--- src/rtl/seg7_scan_counter.sv ---
`default_nettype none
// ============================================================================
// Module   : seg7_scan_counter
// Brief    : Prescaled up/down hex counter driving a time-multiplexed
//            seven-segment display with optional leading-zero blanking.
// Revision : 1.0 - initial release
// ============================================================================
module seg7_scan_counter #(
    parameter int DIGITS         = 4,
    parameter int TICK_CYCLES    = 10000000,
    parameter int SCAN_CYCLES    = 1000,
    parameter int SEG_ACTIVE_LOW = 0,
    parameter int LZ_BLANK       = 0
) (
    input  logic                  clk,
    input  logic                  rst_n,
    input  logic                  en,
    input  logic                  up_dn,
    input  logic                  load,
    input  logic [4*DIGITS-1:0]   load_val,
    output logic [4*DIGITS-1:0]   count,
    output logic [6:0]            seg,
    output logic [DIGITS-1:0]     dig_sel,
    output logic                  tick,
    output logic                  wrap
);

    localparam int c_COUNT_W = 4 * DIGITS;
    localparam int c_TICK_W  = $clog2(TICK_CYCLES);
    localparam int c_SCAN_W  = (SCAN_CYCLES > 1) ? $clog2(SCAN_CYCLES) : 1;
    localparam int c_IDX_W   = (DIGITS > 1) ? $clog2(DIGITS) : 1;
    localparam int c_NSLOT   = 1 << c_IDX_W;
    localparam logic [DIGITS-1:0] c_DIG_ONE = DIGITS'(1);

    logic [c_TICK_W-1:0]  r_presc;
    logic [c_COUNT_W-1:0] r_count;
    logic                 r_tick;
    logic                 r_wrap;
    logic [c_SCAN_W-1:0]  r_scan;
    logic [c_IDX_W-1:0]   r_idx;
    logic [DIGITS-1:0]    r_dig_sel;
    logic [6:0]           r_seg;

    logic                 w_step;
    logic                 w_scan_last;
    logic [c_IDX_W-1:0]   w_idx_next;
    logic [3:0]           w_nib       [c_NSLOT];
    logic [c_NSLOT-1:0]   w_zero_from;
    logic [6:0]           w_hex;
    logic                 w_blank;

    assign w_step = en && (r_presc == c_TICK_W'(TICK_CYCLES - 1));

    // Counter path: load beats a step, and a step restarts the prescaler.
    always_ff @(posedge clk or negedge rst_n) begin
        if (!rst_n) begin
            r_presc <= '0;
            r_count <= '0;
            r_tick  <= 1'b0;
            r_wrap  <= 1'b0;
        end else if (load) begin
            r_presc <= '0;
            r_count <= load_val;
            r_tick  <= 1'b0;
            r_wrap  <= 1'b0;
        end else if (w_step) begin
            r_presc <= '0;
            r_count <= up_dn ? (r_count + c_COUNT_W'(1)) : (r_count - c_COUNT_W'(1));
            r_tick  <= 1'b1;
            r_wrap  <= up_dn ? (&r_count) : (~|r_count);
        end else begin
            r_tick  <= 1'b0;
            r_wrap  <= 1'b0;
            if (en) begin
                r_presc <= r_presc + c_TICK_W'(1);
            end
        end
    end

    assign w_scan_last = (r_scan == c_SCAN_W'(SCAN_CYCLES - 1));

    always_comb begin
        w_idx_next = r_idx;
        if (w_scan_last) begin
            w_idx_next = (r_idx == c_IDX_W'(DIGITS - 1)) ? '0 : (r_idx + c_IDX_W'(1));
        end
    end

    // Pad the nibble table to a power of two so any index value is legal.
    genvar k;
    generate
        for (k = 0; k < c_NSLOT; k++) begin : g_slot
            if (k < DIGITS) begin : g_real
                assign w_nib[k]       = r_count[4*k +: 4];
                assign w_zero_from[k] = ~|r_count[c_COUNT_W-1:4*k];
            end else begin : g_pad
                assign w_nib[k]       = 4'h0;
                assign w_zero_from[k] = 1'b1;
            end
        end
    endgenerate

    assign w_blank = (LZ_BLANK != 0) && (w_idx_next != '0) && w_zero_from[w_idx_next];

    always_comb begin
        w_hex = 7'h00;
        case (w_nib[w_idx_next])
            4'h0: w_hex = 7'h3F;
            4'h1: w_hex = 7'h06;
            4'h2: w_hex = 7'h5B;
            4'h3: w_hex = 7'h4F;
            4'h4: w_hex = 7'h66;
            4'h5: w_hex = 7'h6D;
            4'h6: w_hex = 7'h7D;
            4'h7: w_hex = 7'h07;
            4'h8: w_hex = 7'h7F;
            4'h9: w_hex = 7'h6F;
            4'hA: w_hex = 7'h77;
            4'hB: w_hex = 7'h7C;
            4'hC: w_hex = 7'h39;
            4'hD: w_hex = 7'h5E;
            4'hE: w_hex = 7'h79;
            4'hF: w_hex = 7'h71;
            default: w_hex = 7'h00;
        endcase
    end

    // Segment and select registers load together from the same next index.
    always_ff @(posedge clk or negedge rst_n) begin
        if (!rst_n) begin
            r_scan    <= '0;
            r_idx     <= '0;
            r_dig_sel <= c_DIG_ONE;
            r_seg     <= 7'h3F;
        end else begin
            r_scan    <= w_scan_last ? '0 : (r_scan + c_SCAN_W'(1));
            r_idx     <= w_idx_next;
            r_dig_sel <= c_DIG_ONE << w_idx_next;
            r_seg     <= w_blank ? 7'h00 : w_hex;
        end
    end

    assign count   = r_count;
    assign tick    = r_tick;
    assign wrap    = r_wrap;
    assign seg     = (SEG_ACTIVE_LOW != 0) ? ~r_seg : r_seg;
    assign dig_sel = (SEG_ACTIVE_LOW != 0) ? ~r_dig_sel : r_dig_sel;

endmodule
`default_nettype wire
--- config.mk ---
export PLATFORM = sky130hd
export DESIGN_NAME = seg7_scan_counter
export DESIGN_NICKNAME = d
export VERILOG_FILES = /design/src/rtl/seg7_scan_counter.sv
export SDC_FILE = /design/constraint.sdc
export NUM_CORES = 1
export LEC_CHECK = 0
export ABC_AREA = 1
export CORE_ASPECT_RATIO = 0.75
export CORE_UTILIZATION = 52
export DETAILED_ROUTE_END_ITERATION = 10
export GPL_ROUTABILITY_DRIVEN = 0
export GPL_TIMING_DRIVEN = 0
export PLACE_DENSITY_LB_ADDON = 0.15
export SLEW_MARGIN = 20
export SYNTH_ARGS = -nofsm -noshare
export SYNTH_HDL_FRONTEND = slang
export SYNTH_SLANG_ARGS = --single-unit
--- constraint.sdc ---
create_clock -name clk -period 2.1 [get_ports clk]
set_input_delay 0.21 -clock clk [delete_from_list [all_inputs] [get_ports clk]]
set_output_delay 0.21 -clock clk [all_outputs]
set_load 0.05 [all_outputs]
Word-level counts from Yosys, hierarchy flattened
Memories as Yosys holds them, arrays and structs flattened. A register that Yosys moved wholly into a read port is not among the register bits.
Index checks and enable logic that the tools add are counted.
W data, S select, Z words.

operators by class
  eq/ne operators = 3
  add/subtract/negate cells = 5
  bitwise gates (word level) = 1
  reduce and logical (&&, ||, !) cells = 7
  shift operators = 1
  order comparisons = 1
  muxes and demuxes = 17

operator list
  cell                     number
  $mux W24                 3
  $mux W16                 3
  $add A24 B1 Y24 const B  1
  $eq A24 B24 Y1 const B   1
  $add A16 B1 Y16 const B  1
  $reduce_and A16 Y1       1
  $reduce_or A16 Y1        1
  $sub A16 B1 Y16 const B  1
  $add A10 B1 Y10 const B  1
  $eq A10 B10 Y1 const B   1
  $mux W10                 1
  $bmux W4 S2              1
  $mux W4                  2
  $mux W1                  5
  $mux W2                  2
  $shl A1 B2 Y4 const A    1
  $ge A3 B3 Y1 const B     1
  $not A2 Y3               1
  $reduce_bool A3 Y1       1
  $add A2 B1 Y2 const B    1
  $eq A2 B2 Y1 const B     1
  $logic_not A1 Y1         2
  $reduce_bool A2 Y1       1
  $logic_and A1 B1 Y1      1

storage, ports and cells
  memory bits (read-only) = 112
  input bits = 21
  word-level logic and storage cells = 43
  memories kept = 1
  register bits after elaboration = 58
  output and inout port bits = 29

memory list
  memory            depth  width  read ports  clocked after Yosys merged registers in  wr ports  line  RTL
  (name not given)  16     7      1           1                                        0         107   case (w_nib[w_idx_next])

Longest topological paths before layout
Gate-level depths: netlist of run 1.

  word-level depth = 7
  mapped depth = 18
  mapped depth without buffers = 17

Worst setup path after synthesis of run 1
OpenSTA, ideal clock, no wires.

  kind = register to register
  start point = reg r_count[0], in the netlist count[0]
  end point = reg r_count[10], in the netlist count[10]
  period minus slack after synthesis = 2.279 ns
  arrival = 2.154 ns
  stages on the path, launching flop included = 11
  setup time = 0.126 ns
  buffers on the path = 0
  data required time = 1.974 ns
  path slack = -0.179 ns
  cell sequence = dfrtp_1 inv_1 fa_1 nand3b_1 nand2_1 nand3_1 nand2_1 a21oi_1 or2_2 nand3_1 nand3_1

between the ends
  longest elaborated chain between the ends = 4
  elaborated cells between the ends (all ways) = 5
  classes of those cells = add/sub: 2; mux: 3

RTL lines
  item                                                line  RTL
  from (decl)                                         36    logic [c_COUNT_W-1:0] r_count;
  from (signal assigned)                              63    r_count <= load_val;
  from (signal assigned)                              68    r_count <= up_dn ? (r_count + c_COUNT_W'(1)) : (r_count - c_COUNT_W'(1));
  $sub A16 B1 Y16 or $add A16 B1 Y16 (tied branches)  68
  $mux W16 *                                          68
  $mux W16 *                                          66    end else if (w_step) begin
  $mux W16 *                                          61    end else if (load) begin

Mark *: on every way between the ends. The rest lies on a longest branch, timed or not. The select of a mux whose other input is x is not followed.
A chain may end at the register's enable or synchronous reset.

Worst setup path after layout of run 1
  start point = reg r_scan[0]
  end point = reg r_seg[6], in the netlist seg[6]

between the ends
  longest elaborated chain between the ends = 6

RTL lines
  item                                        line  RTL
  from (decl)                                 39    logic [c_SCAN_W-1:0] r_scan;
  from (signal assigned)                      136   r_scan <= w_scan_last ? '0 : (r_scan + c_SCAN_W'(1));
  $eq A10 B10 Y1                              80    assign w_scan_last = (r_scan == c_SCAN_W'(SCAN_CYCLES - 1));
  $mux W2                                     84    if (w_scan_last) begin
  $not A2 Y3 (not written as such)            107
  $bmux W4 S2                                 107
  $mux W4 (not written as such) (2 in a row)  107
  to (decl)                                   42    logic [6:0] r_seg;

Every way passes these cells. The select of a mux whose other input is x is not followed.

==> metrics.txt, run 1 <==
post-layout power=4.741 mW; clock skew=5.278 ps; slowest stage delay, CP=360 ps; Avg Cell Area, Syn=7.469 µm²; unrepaired setup endpoints after global routing=true; Critical path buffers and inverters=0; Final Cycle Share=1.017; CTS Buffer Depth=2; ys flop type=dfrtp_1; post-synth cell types=43; area of the core=8058 µm²; Yosys warning count=0; Fill cells=623; register area share after synthesis=0.3705; grt met3 use=0.06905; Yosys reg bits=65; post-DP HPWL=8485 µm; number of diodes=0; clock-pin slew on the worst setup and hold paths=60 ps; global route total overflow=0; final wirelength=13270 µm; # setup viols final=2; switch share=0.3012; Max Slew Vio Count=0; first-pass GRT wire length=20150 µm; P_leak=2.790 nW; gr busiest metal=met2; met2 usage=0.4866; total clock sinks=65; min Tclk post-route=2136 ps; worst-margin pin slew=512.2 ps; Min-Delay Path Class=input pin to async pin; number of synthesized flops with an enable pin=0; Net Sw Power=1.428 mW; Detail Route Antenna Nets=0; final core utilization=0.7345; num rows=28; sequential power share=0.303; WL/cell=16.65 µm; Area growth, synth to finish=34.07%; share of cells above drive strength 1=0.1965; Die H=81.79 µm; Worst-Skew Late Latency=340 ps; Die W=108.4 µm; # DRC=0; internal cell power=3.313 mW; Worst path slowest cell=dfrtp_1; Max Cap Viol=0; clock power share=0.445; most frequent CP cell=nand2_1; CTS tree=built; Iteration-0 DRC Markers=527; Initial Util=0.5478; PnR worst setup slack=-35.59 ps; Final Hold Violating Endpoints=0; CTS H-tree lvls=3; Fmax=468.3 MHz; Layout Nets=733; pin count of the biggest net entering global routing=49; Pre-antenna DRT Iters=8; post-synthesis net count=637; Peak VDD IR=0.7545 mV; IO Pins=50; CP delay by family, top=simple AND/OR/NAND/NOR gates; crit-path cells=ha_2 -> nand2_2 -> nor2_4 -> nand2_4 -> nand2_8 -> nand2_8 -> nand2_2 -> nand2_1 -> nand2_2 -> nand2_4 -> ha_4 -> nand3b_1 -> nand2_1 -> nand2_1 -> nand2_1; critical path data required time=2380 ps; Async SR Flop Fraction=1.000; Synth Instances=591; failing checks=setup timing; Startpoint Class=flop; Vias=4560; mapped cell area=4414 µm²; Critical Path End Type=flop; crit path DAT=2420 ps; Rel. slew slack=0.6575; status=finished with violations; critical path class=flop to flop; routing usage on met1=0.3910; vias in the first global route=4256; Gate power share=0.252; CTS Root Cell=clkbuf_16; initial antenna violation count=0; Power Density=801.1 nW/µm²; Crit Path Max Fanout=6; Buffers on Ports=49; Num CTS Buffers=9; total die area=8865 µm²; DR vias/cell=5.721; GRT Overall Usage=0.3005
-- area by class of cell --
| class | count | area, µm² | area share |
|---|---|---|---|
| multi-input cells | 451 | 2648 | 0.4474 |
| repair inverters | 1 | 7.507 | 0.001268 |
| plain buffers | 7 | 35.03 | 0.005920 |
| inverters | 68 | 267.8 | 0.04524 |
| well taps | 105 | 131.4 | 0.02220 |
| repair buffers | 84 | 775.7 | 0.1311 |
| clock buffers | 9 | 225.2 | 0.03805 |
| flip-flops and latches | 65 | 1639 | 0.2770 |
| clock inverters | 7 | 188.9 | 0.03192 |
-- worst paths after layout --
path,from,end,slack (ps),depth (start not counted)
setup / recovery,r_scan[0]$_DFF_PN0_,seg[6]$_DFF_PN0_,-40,15
hold / removal,rst_n,r_scan[9]$_DFF_PN0_,280,2
setup reg to reg,r_scan[0]$_DFF_PN0_,seg[6]$_DFF_PN0_,-40,15
hold reg to reg,r_presc[1]$_DFFE_PN0P_,r_presc[1]$_DFFE_PN0P_,510,2
max in group asynchronous,rst_n,count[1]$_DFFE_PN0P_,1280,3
min in group clk,load_val[10],count[10]$_DFFE_PN0P_,440,3
-- cells in the final DEF (no fill, tap or decap), types with 3 or more instances in the layout --
cell type        count
nor2_1              50
nor4_1              10
o21ai_0             20
dfstp_2              7
buf_4               32
dfrtp_2              3
clkinvlp_4           3
nor2_2               3
nand2_1            148
nand3_2              6
nand4_1             13
ha_1                19
clkdlybuf4s50_1     47
inv_2                4
xor2_1              15
nand2_2             21
nand3b_1             8
o211ai_1             3
dfrtp_1             55
o21bai_1             3
clkbuf_16            9
a21oi_1             27
clkbuf_2             3
nand2_4              9
inv_1               60
nand2_8              3
ha_4                 3
nor3_1              19
nand3_1             45
bufinv_16            6
-- routing by layer --
layer	vias up	routed length (µm)	share of wire
met5	-	0	0
met4	0	334	0.025
met3	39	1032	0.078
met2	246	6065	0.46
met1	2125	5835	0.44
li1	2150	-	-
-- cell usage after synthesis (4+ instances only) --
cell,count,area (µm²)
a21oi_1,27,135.1
clkbuf_1,4,15.01
nand4_1,13,81.33
dfstp_2,7,183.9
o21ai_0,20,100.1
nor4_1,11,68.82
nand2_2,10,62.56
nand3b_1,8,60.06
inv_1,65,244.0
nand3_1,50,250.2
ha_1,24,300.3
xor2_1,15,131.4
nor3_1,19,95.09
dfrtp_1,58,1451
nand2_4,5,56.30
nor2_1,51,191.4
nand2_1,163,611.8
-- cells by family after synthesis --
group           synth area share
compound gates           0.08135
xor+xnor                 0.03373
fa+ha+maj                0.07256
buf+inv                  0.06774
flops                     0.3705
simple gates              0.3742
-- sequential cells by signal (all words and copies together) (netlist names) --
signal	flops
r_presc	24
count	16
r_scan	10
seg	7
dig_sel	4
r_idx	2
tick	1
wrap	1
-- worst reg2reg max path, stage by stage, from the launching register on --
cell and delay [ps]:
dfrtp_1 360, ha_2 190, nand2_2 70, nor2_4 170, nand2_4 120, nand2_8 120, nand2_8 70, nand2_2 70
nand2_1 70, nand2_2 100, nand2_4 90, ha_4 170, nand3b_1 210, nand2_1 120, nand2_1 70, nand2_1 60
-- metrics by stage --
step	setup TNS [ps]	instance area (µm²)	setup slack [ps]	instances	hold slack, ps
2_1_floorplan	-9.503	4423	-8.619	591	-85.59
4_1_cts	0	5629	0.4436	778	286.6
3_5_place_dp	-8084	5070	-625.6	746	98.90
5_1_grt	-508.5	5918	-142.8	797	318.8
6_report	-65.58	5918	-35.59	797	284.2
3_3_place_gp	-89230	5045	-1595	745	450.6
-- repair_timing --
item                                    4_1_cts  5_1_grt
pin swaps                                     8       20
gates cloned                                  1        1
resized for setup                            13       40
hold endpoints to repair                     17        0
setup buffers                                15       18
hold buffers                                  1        0
endpoints found under the setup margin       18       33
-- power by group through the flow --
stage,Sequential (mW),Combinational (mW),Clock (mW)
final,1.44,1.19,2.11
after global routing,1.44,1.28,2.19
after CTS,1.44,1.06,2.12
after detailed placement,1.46,1.03,0
after global placement,1.45,1.01,0
after floorplan,1.65,0.496,0
Power figures use the tool's default switching activity.
==> inputs of run 2 (changes only) <==
MAX_ROUTING_LAYER = met4   (was not set)
==> run 2 against run 1 <==
Effect of this change:
- the flow still finishes with violations (setup timing)
- global-route usage grew 0.96 points
- die area did not move
- core utilization stayed put
- critical path depth fell by 1
- sequential share of layout area unchanged
- largest cell class unchanged
- largest power group unchanged
==> metrics.txt, run 2 (synthesis results as in run 1) <==
status=finished with violations; failing checks=setup timing; number of diodes=0 (unchanged); GRT Overall Usage=0.3100 (+0.009579); vias in the first global route=4268 (+0.28%); clock-pin slew on the worst setup and hold paths=50 ps (about the same); FF-to-FF Start=r_scan[0]$_DFF_PN0_; share of cells above drive strength 1=0.1965 (unchanged); Largest Register=r_presc; worst-margin pin slew=510.0 ps (-2.149 ps); Area growth, synth to finish=34.07% (unchanged); min Tclk post-route=2134 ps (-1.886 ps); Vias=4560 (unchanged); storage element area=1639 µm² (unchanged); slowest stage delay, CP=360 ps (about the same); clock skew=3.862 ps (-1.416 ps); critical path data required time=2370 ps (about the same); Power Density=800.6 nW/µm² (about the same); global route total overflow=0 (unchanged); first-pass GRT wire length=20190 µm (+0.20%); IO Pins=50 (unchanged); multi-input logic area=2648 µm² (unchanged); Fill cells=623 (unchanged); CTS Buffer Depth=2 (unchanged); crit-path cells=ha_2 -> nand2_2 -> nor2_4 -> nand2_4 -> o21ai_4 -> buf_4 -> nand3_1 -> nand2_2 -> ha_2 -> inv_1 -> nand2_1 -> nand2_1 -> nand2_1 -> nand2_1; Max Cap Viol=0 (unchanged); CP startpoint=r_scan[0]$_DFF_PN0_; total die area=8865 µm² (unchanged); Pre-antenna DRT Iters=6 (-2); area of the core=8058 µm² (unchanged); Peak VDD IR=0.7543 mV (about the same); Rel. slew slack=0.6589 (+0.001437); CTS H-tree lvls=3 (unchanged); Die W=108.4 µm (unchanged); commonest non-fill, non-tap cell in the layout=nand2_1; Final Hold Violating Endpoints=0 (unchanged); most frequent CP cell=nand2_1; Buffers on Ports=49 (unchanged); WL/cell=16.61 µm (-0.23%); Startpoint Class=flop; pin count of the biggest net entering global routing=49 (unchanged); Die H=81.79 µm (unchanged); unrepaired setup endpoints after global routing=true; post-DP HPWL=8485 µm (unchanged); final core utilization=0.7345 (unchanged); PnR worst setup slack=-33.70 ps (+1.886 ps); Fin Hold WS=284.4 ps (+0.2790 ps); Initial Util=0.5478 (unchanged); num rows=28 (unchanged); Detail Route Antenna Nets=0 (unchanged); dpl ws=-625.6 ps (unchanged); Num CTS Buffers=9 (unchanged); Iteration-0 DRC Markers=487 (-7.6%); initial antenna violation count=0 (unchanged); max reg flops=24 (unchanged); final wirelength=13240 µm (-0.23%); critical path class=flop to flop; Layout Nets=733 (unchanged); Final Cycle Share=1.016 (about the same); crit path DAT=2400 ps (-20 ps); Min-Delay Path Class=input pin to async pin; Worst-Skew Late Latency=340 ps (about the same); CTS Root Cell=clkbuf_16; Critical Path End Type=flop; P_leak=2.790 nW (unchanged); Fmax=468.7 MHz (about the same); CTS tree=built; DR vias/cell=5.721 (unchanged); flop-to-flop setup slack=-30 ps (about the same); Worst path slowest cell=dfrtp_1; total clock sinks=65 (unchanged); commonest cells after routing, fill and taps aside=nand2_1, inv_1, dfrtp_1, nor2_1, clkdlybuf4s50_1; Max Slew Vio Count=0 (unchanged); # setup viols final=3 (+1); Crit Path Max Fanout=5 (-1); # DRC=0 (unchanged)
-- run 2: through the flow --
stage / total power [mW] / cells / TNS [ps] / instance area, µm²
2_1_floorplan: 2.148 / 591 / -9.503 / 4423
3_3_place_gp: 2.460 / 745 / -89230 / 5045
3_5_place_dp: 2.492 / 746 / -8084 / 5070
4_1_cts: 4.617 / 778 / 0 / 5629
5_1_grt: 4.915 / 797 / -524.7 / 5918
6_report: 4.738 / 797 / -54.33 / 5918
-- run 2: routing by layer --
layer  GRT usage  vias up  share of wire
li1            -     2155              -
met4      0.1257        0          0.029
met2      0.4847      247           0.46
met1      0.3934     2112           0.43
met3     0.06746       46          0.081
met5           -        -              0
-- run 2: critical path: cells and delay by family, from the launching register on --
| family | cells | cell delay [ps] |
|---|---|---|
| buffers and inverters | 2 | 240 |
| flip-flops | 1 | 360 |
| AND/OR/NAND/NOR | 9 | 860 |
| adder cells (fa/ha/maj) | 2 | 410 |
| AO/OA/AOI/OAI | 1 | 190 |
-- run 2: power breakdown --
part	internal (mW)	switching [mW]	total, mW
registers	1.35	0.0902	1.44
clock network	1.52	0.585	2.11
logic	0.441	0.751	1.19
total	3.31	1.43	4.74
-- run 2: area by class of cell --
cell class,instances,share of cell area
Clock buffer,9,0.03805
Multi-Input combinational cell,451,0.4474
Tap cell,105,0.02220
Clock inverter,7,0.03192
Inverter,68,0.04524
Timing Repair inverter,1,0.001268
Timing Repair Buffer,84,0.1311
Buffer,7,0.005920
Sequential cell,65,0.2770
-- run 2: repair_timing --
| item | CTS | global route |
|---|---|---|
| gates cloned | 1 | 1 |
| hold buffers | 1 | 0 |
| gates resized for setup | 13 | 40 |
| setup endpoints to repair | 18 | 33 |
| buffers inserted | 15 | 18 |
| pin swaps | 8 | 20 |
| hold endpoints to repair | 17 | 0 |
-- run 2: final timing paths --
kind                                          end  cells past startpoint
hold reg to reg            r_presc[1]$_DFFE_PN0P_                      2
hold / removal                r_scan[9]$_DFF_PN0_                      2
max in group asynchronous    count[1]$_DFFE_PN0P_                      3
min in group clk            count[10]$_DFFE_PN0P_                      3
setup / recovery                 seg[3]$_DFF_PN1_                     14
setup reg to reg                 seg[3]$_DFF_PN1_                     14
==> inputs of run 3 (changes only) <==
ABC_AREA = 0   (was 1)
CORE_MARGIN = 3   (was not set)
CORE_UTILIZATION = 51   (was 52)
SLEW_MARGIN = not set   (was 20)
==> run 3 against run 2 <==
Effect of this change:
- the flow still finishes with violations (setup timing)
- clock-buffer cell count grew 3
- routed wire length shrank 5.0%
- total power shrank 20%
- clock power shrank 40%
- design area shrank 2.4%
- global-route usage shrank 1.5 points
- clock skew grew 7.3 ps
- synthesized cell count shrank 26%
- area after synthesis shrank 9.6%
- largest cell class unchanged
- highest routed layer unchanged
==> metrics.txt, run 3 <==
ranking of synthesized cells by area=dfrtp_1, ha_1, nor2_1; Largest Register=r_presc; commonest cells after routing, fill and taps aside=nor2_1, buf_4, dfrtp_1, clkdlybuf4s50_1, nand2_1; final core utilization=0.7736 (+0.03912); Synth Instances=440 (-26%); Final Cycle Share=1.311 (+0.2945); ys flop type=dfrtp_1; pin count of the biggest net entering global routing=66 (+35%); register area share after synthesis=0.4096 (+0.03912); final wirelength=12580 µm (-5.0%); Yosys reg bits=65 (unchanged); Layout Nets=608 (-17%); CP delay by family, top=multiplexers; total clock sinks=65 (unchanged); P_leak=2.457 nW (-12%); Max Cap Viol=0 (unchanged); Avg Cell Area, Syn=9.074 µm² (+21%); status=finished with violations; Async SR Flop Fraction=1.000 (unchanged); post-DP HPWL=7149 µm (-16%); Die H=82.63 µm (+1.0%); Area growth, synth to finish=44.66%; CTS tree=built; setup TNS=-5485 ps (-5430 ps); max reg flops=24 (unchanged); number of diodes=0 (unchanged); first-pass GRT wire length=19550 µm (-3.2%); post-synth cell types=51 (+19%); CTS Root Cell=clkbuf_8; Die W=108.2 µm (-0.21%); Max Slew Vio Count=0 (unchanged); vias in the first global route=3898 (-8.7%); Critical Path End Type=flop; slowest stage delay, CP=470 ps (+110 ps); num rows=27 (-3.6%); PnR worst setup slack=-652.1 ps (-618.4 ps); unrepaired setup endpoints after global routing=true; HP Start=en; storage element area=1649 µm² (+0.61%); critical path data required time=2400 ps (+30 ps); clock-pin slew on the worst setup and hold paths=80 ps (+30 ps); crit-path cells=ha_4 -> nand4bb_4 -> nor3_4 -> buf_4 -> buf_6 -> mux2i_4 -> buf_6 -> and3_4 -> a31oi_4 -> buf_6 -> ha_4 -> mux4_2 -> inv_2; initial antenna violation count=0 (unchanged); GRT Overall Usage=0.2948 (-0.01520); multi-input logic area=2635 µm² (-0.47%); post-layout power=3.783 mW (-20%); FF-to-FF Start=r_scan[1]$_DFF_PN0_; Fin Hold WS=275.2 ps (-9.214 ps); global route total overflow=0 (unchanged); Startpoint Class=flop; Worst-Skew Late Latency=350 ps (about the same); Synth area leader=dfrtp_1; IO Pins=50 (unchanged); min Tclk post-route=2752 ps (+618.4 ps); critical path class=flop to flop; Fill cells=474 (-24%); Num CTS Buffers=9 (unchanged); Fmax=363.4 MHz (-22%); Crit Path Max Fanout=5 (unchanged); CTS Buffer Depth=2 (unchanged); WL/cell=18.83 µm (+13%); most frequent CP cell=buf_6; # setup viols final=17 (+14); number of synthesized flops with an enable pin=0 (unchanged); Peak VDD IR=0.4230 mV (-44%); FF-to-FF End=seg[3]$_DFF_PN1_; clock skew=11.20 ps (+7.340 ps); crit path DAT=3060 ps (+660 ps); Hold Path Sink=r_presc[0]$_DFFE_PN0P_; Initial Util=0.5348 (-0.01305); failing checks=setup timing; Synth top cells by count=dfrtp_1, nor2_1, nand2_1; Pre-antenna DRT Iters=5 (-1); DR vias/cell=6.028 (+5.4%); count leader, synth=dfrtp_1; share of cells above drive strength 1=0.3086 (+0.1121); Vias=4027 (-12%); Rel. slew slack=0.4422 (-0.2167); Power Density=655.1 nW/µm² (-18%); Critical path buffers and inverters=5 (+3); total die area=8937 µm² (+0.81%); # DRC=0 (unchanged); mapped cell area=3993 µm² (-9.6%); Worst path slowest cell=mux4_2; Detail Route Antenna Nets=0 (unchanged); reg2reg path depth=13 (-1); post-synthesis net count=486 (-24%); CTS H-tree lvls=3 (unchanged); Yosys warning count=0 (unchanged); hold depth=3; worst-margin pin slew=836.7 ps (+326.6 ps); Iteration-0 DRC Markers=288 (-41%); Min-Delay Path Class=input pin to flop; area of the core=7466 µm² (-7.3%); Yosys top cell area share=0.3635 (+0.03472); Buffers on Ports=47 (-4.1%); Final Hold Violating Endpoints=0 (unchanged); flop-to-flop setup slack=-650 ps (-620 ps)
-- run 3: changes by cell type in the layout (fill, tap and decap cells not counted), sizes merged, moves of 7 or more --
cell	change
mux2i	+14
inv	-48
xnor2	+13
nand3b	-7
buf	+31
a31oi	+7
nand3	-28
nand2	-140
and3	+7
a21oi	-10
-- run 3: logic make-up (layout without fill, tap and decap cells) --
group,count (synthesis),count (layout),synth area share
AOI/OAI and AO/OA,76,76,0.1181
xor gates and xnor gates,36,36,0.07897
adders and majority gates,25,25,0.08023
buffers and inverters,31,158,0.03196
DFF,65,65,0.4096
muxes,18,18,0.05014
and+or+nand+nor,189,189,0.2310
-- run 3: worst max path at each step --
stage | to | start | cells past startpoint
2_1_floorplan | seg[3]$_DFF_PN1_ | r_scan[0]$_DFF_PN0_ | 13
3_3_place_gp | count[9]$_DFFE_PN0P_ | rst_n | 1
3_5_place_dp | count[15]$_DFFE_PN0P_ | up_dn | 11
4_1_cts | seg[3]$_DFF_PN1_ | r_scan[1]$_DFF_PN0_ | 12
5_1_grt | seg[3]$_DFF_PN1_ | r_scan[0]$_DFF_PN0_ | 13
6_report | seg[3]$_DFF_PN1_ | r_scan[1]$_DFF_PN0_ | 13
-- run 3: per-stage QoR --
| stage | std cells | area [µm²] | setup WS (ps) |
|---|---|---|---|
| 6_report | 668 | 5776 | -652.1 |
| 5_1_grt | 668 | 5776 | -796.1 |
| 4_1_cts | 649 | 5517 | -647.5 |
| 3_5_place_dp | 588 | 4669 | -1464 |
| 3_3_place_gp | 588 | 4672 | -1531 |
| 2_1_floorplan | 440 | 4075 | -709.0 |
-- run 3: where the power goes --
group          switching, mW  total (mW)  internal (mW)  leakage (nW)
registers             0.0681        1.39           1.32         0.822
logic                  0.638        1.13          0.492          1.51
clock network          0.501        1.27          0.766         0.123
total                   1.21        3.78           2.58          2.46
-- run 3: repair_timing --
| item | CTS | global route |
|---|---|---|
| resized for setup | 64 | 37 |
| hold buffers | 1 | 0 |
| endpoints found under the hold margin | 58 | 0 |
| gates cloned | 1 | 0 |
| endpoints found under the setup margin | 46 | 36 |
| setup buffers | 44 | 19 |
| pin swaps | 21 | 25 |
-- run 3: final cells by class --
class                      count  share of cell area
buffer                        11             0.01062
clock buffer                  12             0.02860
clock inverter                 4             0.01278
inverter                      20             0.01408
multi-input combinational    344              0.4562
sequential                    65              0.2855
tap                          101             0.02188
timing repair buffer         111              0.1703
-- run 3: routing by layer --
metal | wire [µm] | vias up | GRT usage
li1 | - | 1800 | -
met1 | 5271 | 1954 | 0.3655
met2 | 5960 | 228 | 0.4857
met3 | 999 | 45 | 0.07459
met4 | 348 | 0 | 0.08323
met5 | 0 | - | -
-- run 3: worst reg2reg max path: cells and delay by family, from the launching register on --
kind                       cells  cell delay [ps]
AOI/OAI and AO/OA              1               60
and+or+nand+nor                3              540
DFF                            1              400
muxes                          2              720
buffers and inverters          5              660
adders and majority gates      2              340
==> patch 1 (flow settings as in run 3) <==
The parameter `SCAN_CYCLES` goes from 1000 to 500.
--- a/src/rtl/seg7_scan_counter.sv
+++ b/src/rtl/seg7_scan_counter.sv
@@ -8,7 +8,7 @@
 module seg7_scan_counter #(
     parameter int DIGITS         = 4,
     parameter int TICK_CYCLES    = 10000000,
-    parameter int SCAN_CYCLES    = 1000,
+    parameter int SCAN_CYCLES    = 500,
     parameter int SEG_ACTIVE_LOW = 0,
     parameter int LZ_BLANK       = 0
 ) (
Formal check against the unedited RTL: same outputs for any inputs over 10 cycles, from zero or initial values and one cycle with rst_n low; that may be too few to reach the edited logic, so the function may still have changed.
==> patch 1 against run 3 <==
- the run still ends with setup timing left
- clock power shrank 4%
- maximum frequency is 0.44% higher
- area after synthesis grew 2.0%
- wire length up 9.6%
- first-iteration DRC count up 41%
- cell area rose by 6.2%
- critical path depth fell by 1
- sequential cell count decreased by 1
- core utilization is 4.0 points higher
- non-clock buffer count rose by 14
- power is 0.18% lower
- setup slack better by 0.012 ns
- critical path type unchanged
- largest power group unchanged
==> patch 1: results (changes against run 3) <==
DR iter-0 viols 407 (was 288); Worst Slack Setup Final -0.640 ns (was -0.652 ns); final setup violation count 46 (was 17); routed wire length 13.8 mm (was 12.6 mm); synth top area cells dfrtp_1 35%, ha_1 7.4%, dfstp_2 4.5% (was dfrtp_1 36%, ha_1 7.5%, nor2_1 5.3%); Final Hold Slack 0.304 ns (was 0.275 ns); dpl ws -1.55 ns (was -1.46 ns); failing checks setup timing (unchanged); Post-layout nets 612 (was 608); multi-input gates 341 (was 344); status complete, but fails checks (unchanged); register area share after synthesis 39.5% (was 41.0%); VDD IR-drop max 526 uV (was 423 uV); Layout non-clock buf frac 20.2% (was 18.1%); Setup TNS -7.23 ns (was -5.48 ns); mux cell area share after synthesis 6.82% (was 5.01%); dpl cell area 0.00479 mm^2 (was 0.00467 mm^2); DR WL met2 6.65 mm (was 5.96 mm); detailed-route vias per instance 6.03 (about the same); Non-CTS buffers 136 (was 122); R2R cell count 12 (was 13); Worst Path Arrival 3.03 ns (was 3.06 ns); XOR/XNOR Fraction of Synth Area 7.31% (was 7.90%); fin cells 672 (was 668); Adder-Cell Fraction of Synth Area 7.86% (was 8.02%); syn_nets 480 (was 486); Synth top cells by count 57 x dfrtp_1, 44 x nor2_1, 39 x nand2_1 (was 58 x dfrtp_1, 56 x nor2_1, 41 x nand2_1); first-pass GRT wire length 19.7 mm (was 19.5 mm); Reg area 0.00163 mm^2 (was 0.00165 mm^2); vias in the first global route 3850 (was 3898); syn avg cell area 9.38 um^2 (was 9.07 um^2); Final clock-cell share 3.57% (was 4.14%); Seq cells post-synth 64 (was 65); post-synthesis compound-gate area fraction 12.4% (was 11.8%); Non-CTS inverters 14 (was 20); fill count 443 (was 474); synth unique cells 60 (was 51); slew at the pin with the worst max-slew slack 0.833 ns (was 0.837 ns); CTS-repair resized insts 63 (was 64); M1 WL 5.56 mm (was 5.27 mm); Pleak 0.00255 uW (was 0.00246 uW); GRT Util Overall 28.7% (was 29.5%); fraction of area in multi-input gates 46.8% (was 45.6%); Worst Hold End r_presc[1] (was r_presc[0]); HPWL after DPL 7.46 mm (was 7.15 mm); Inst Count DP 582 (was 588)
-- patch 1: cell types whose count changed after synthesis, moves of 4 or more --
cell     delta
or3_1       +5
o21ai_0     +4
nor2_1     -12
inv_1       -6
nand3_1     -9
nor3_1      -5
a21oi_1    +15
-- patch 1: routing by layer --
metal  global-route usage [%]  vias up
met5                        -        -
met4                     8.49        0
met3                     5.91       46
met2                     44.5      243
met1                     37.9     1940
li1                         -     1822
-- patch 1: critical path, cell delays in order, from the launching register on --
cell and delay [ns]:
dfrtp_1 0.43, ha_4 0.17, nand4bb_4 0.15, nor2_8 0.17, mux2i_4 0.26, inv_2 0.08, buf_12 0.15, mux2i_2 0.25
mux2i_4 0.15, buf_4 0.18, ha_4 0.17, mux4_2 0.47, inv_2 0.06
-- patch 1: report_power, final --
group | total, uW | switching (uW) | internal (uW)
combinational | 1200 | 670 | 527
sequential | 1360 | 66.4 | 1300
clock | 1220 | 546 | 670
total | 3780 | 1280 | 2490
==> patch 2 (flow settings as in run 3) <==
Without the edit above. Put a register stage on the outputs `seg` and `dig_sel`, cleared by the reset. The values now appear one clock later. The other outputs are not delayed to match.
--- a/src/rtl/seg7_scan_counter.sv
+++ b/src/rtl/seg7_scan_counter.sv
@@ -143,8 +143,15 @@
     assign count   = r_count;
     assign tick    = r_tick;
     assign wrap    = r_wrap;
-    assign seg     = (SEG_ACTIVE_LOW != 0) ? ~r_seg : r_seg;
-    assign dig_sel = (SEG_ACTIVE_LOW != 0) ? ~r_dig_sel : r_dig_sel;
+    always_ff @(posedge clk or negedge rst_n) begin
+        if (!rst_n) begin
+            seg     <= '0;
+            dig_sel <= '0;
+        end else begin
+            seg     <= (SEG_ACTIVE_LOW != 0) ? ~r_seg : r_seg;
+            dig_sel <= (SEG_ACTIVE_LOW != 0) ? ~r_dig_sel : r_dig_sel;
+        end
+    end
 
 endmodule
 `default_nettype wire
Behaviour: not the same (a bounded check fails within 4 cycles, from zero or initial values and one cycle with rst_n low).
==> patch 2 against run 3 <==
- the flow still finishes with violations (setup timing)
- core utilization increased by 3.3 points
- global-route usage increased by 0.12 points
- wire length increased by 12%
- clock power increased by 33%
- final cell count increased by 4.5%
- power increased by 15%
- area after synthesis increased by 13%
- sequential cell count increased by 11
- synthesized cell count increased by 8.4%
- count of clock-buffer cells in the layout decreased by 3
- cell area increased by 15%
- via count increased by 7.8%
- setup slack got worse by 0.026 ns
- largest cell class unchanged
- largest power group is now the clock network
==> patch 2: results (changes against run 3) <==
routed wire length 14.1 mm (was 12.6 mm); Largest Register r_presc (unchanged); syn avg cell area 9.42 um^2 (was 9.07 um^2); Hold Startpoint r_dig_sel[3] (was en); grt met3 use 8.26% (was 7.46%); Comb group 1050 uW (was 1130 uW); Setup TNS -18.29 ns (was -5.48 ns); status complete, but fails checks (unchanged); met1 usage 38.6% (was 36.5%); post-synthesis compound-gate area fraction 15.0% (was 11.8%); Clock net power 1690 uW (was 1270 uW); failing checks setup timing (unchanged); DR iter-0 viols 484 (was 288); first-pass GRT wire length 22.2 mm (was 19.5 mm); R2R cell count 12 (was 13); Synth top cells by count 69 x dfrtp_1, 45 x nor2_1, 37 x o21ai_0 (was 58 x dfrtp_1, 56 x nor2_1, 41 x nand2_1); Worst Path Arrival 3.07 ns (was 3.06 ns); syn_nets 523 (was 486); layout cell share with drive strength beyond 1 32.7% (was 30.9%); VDD IR-drop max 739 uV (was 423 uV); final setup violation count 49 (was 17); Worst Hold End dig_sel[3] (was r_presc[0]); port bufs 49 (was 47); hold path cells 0 (was 3); CP max FO 6 (was 5); largest net degree at the start of global routing 45 (was 66); mux cell area share after synthesis 4.68% (was 5.01%); Via Count 4341 (was 4027); synth unique cells 61 (was 51); GRT Util Overall 29.6% (was 29.5%); XOR/XNOR Fraction of Synth Area 5.07% (was 7.90%); DR WL met3 1.33 mm (was 999 um); synth top area cells dfrtp_1 38%, ha_1 6.7%, o21ai_0 4.1% (was dfrtp_1 36%, ha_1 7.5%, nor2_1 5.3%); fill count 453 (was 474); Inst Count DP 632 (was 588); clock slew at reported path FFs 0.06 ns (was 0.08 ns); R2R Path End r_seg[3] (was seg[3]); M1 WL 5.76 mm (was 5.27 mm); max reg flops 24 (unchanged); crit-path max cell delay 0.44 ns (was 0.47 ns); Worst Slack Setup Final -0.678 ns (was -0.652 ns); DR WL met2 6.64 mm (was 5.96 mm); slew at the pin with the worst max-slew slack 0.828 ns (was 0.837 ns); Adder-Cell Fraction of Synth Area 7.13% (was 8.02%); net switching power 1360 uW (was 1210 uW); Final Hold Slack 0.347 ns (was 0.275 ns); dpl ws -1.20 ns (was -1.46 ns); clock power share 38.6% (was 33.5%); dpl cell area 0.00538 mm^2 (was 0.00467 mm^2); register area share after synthesis 42.5% (was 41.0%)
==> patch 2: how the worst max path moves through the flow <==
stage | startpoint | slack [ns] | end | cells past startpoint
floorplan | r_scan[0] | -0.68 | r_seg[3] | 11
global placement | rst_n | -2.08 | count[0] | 1
detailed placement | up_dn | -1.20 | count[12] | 10
CTS | r_scan[0] | -0.59 | r_seg[3] | 12
global route | r_scan[1] | -0.77 | r_seg[3] | 12
finish | r_scan[1] | -0.68 | r_seg[3] | 12
==> patch 2: area by class of cell <==
class	instances	area, um^2	area share, %
Buffer	12	88.8	1.34
Clock inverter	7	98.8	1.49
Sequential cell	76	1920	28.9
Clock buffer	9	225	3.39
Timing Repair Buffer	102	1070	16.1
Multi-Input combinational cell	372	3030	45.6
Tap cell	105	131	1.98
Inverter	15	78.8	1.19
==> patch 2: repair_timing <==
item,CTS,global route
setup buffers,38,15
setup endpoints to repair,50,49
hold buffers,1,0
pin swaps,17,22
gates resized for setup,69,54
cloned,4,0
hold endpoints to repair,31,0
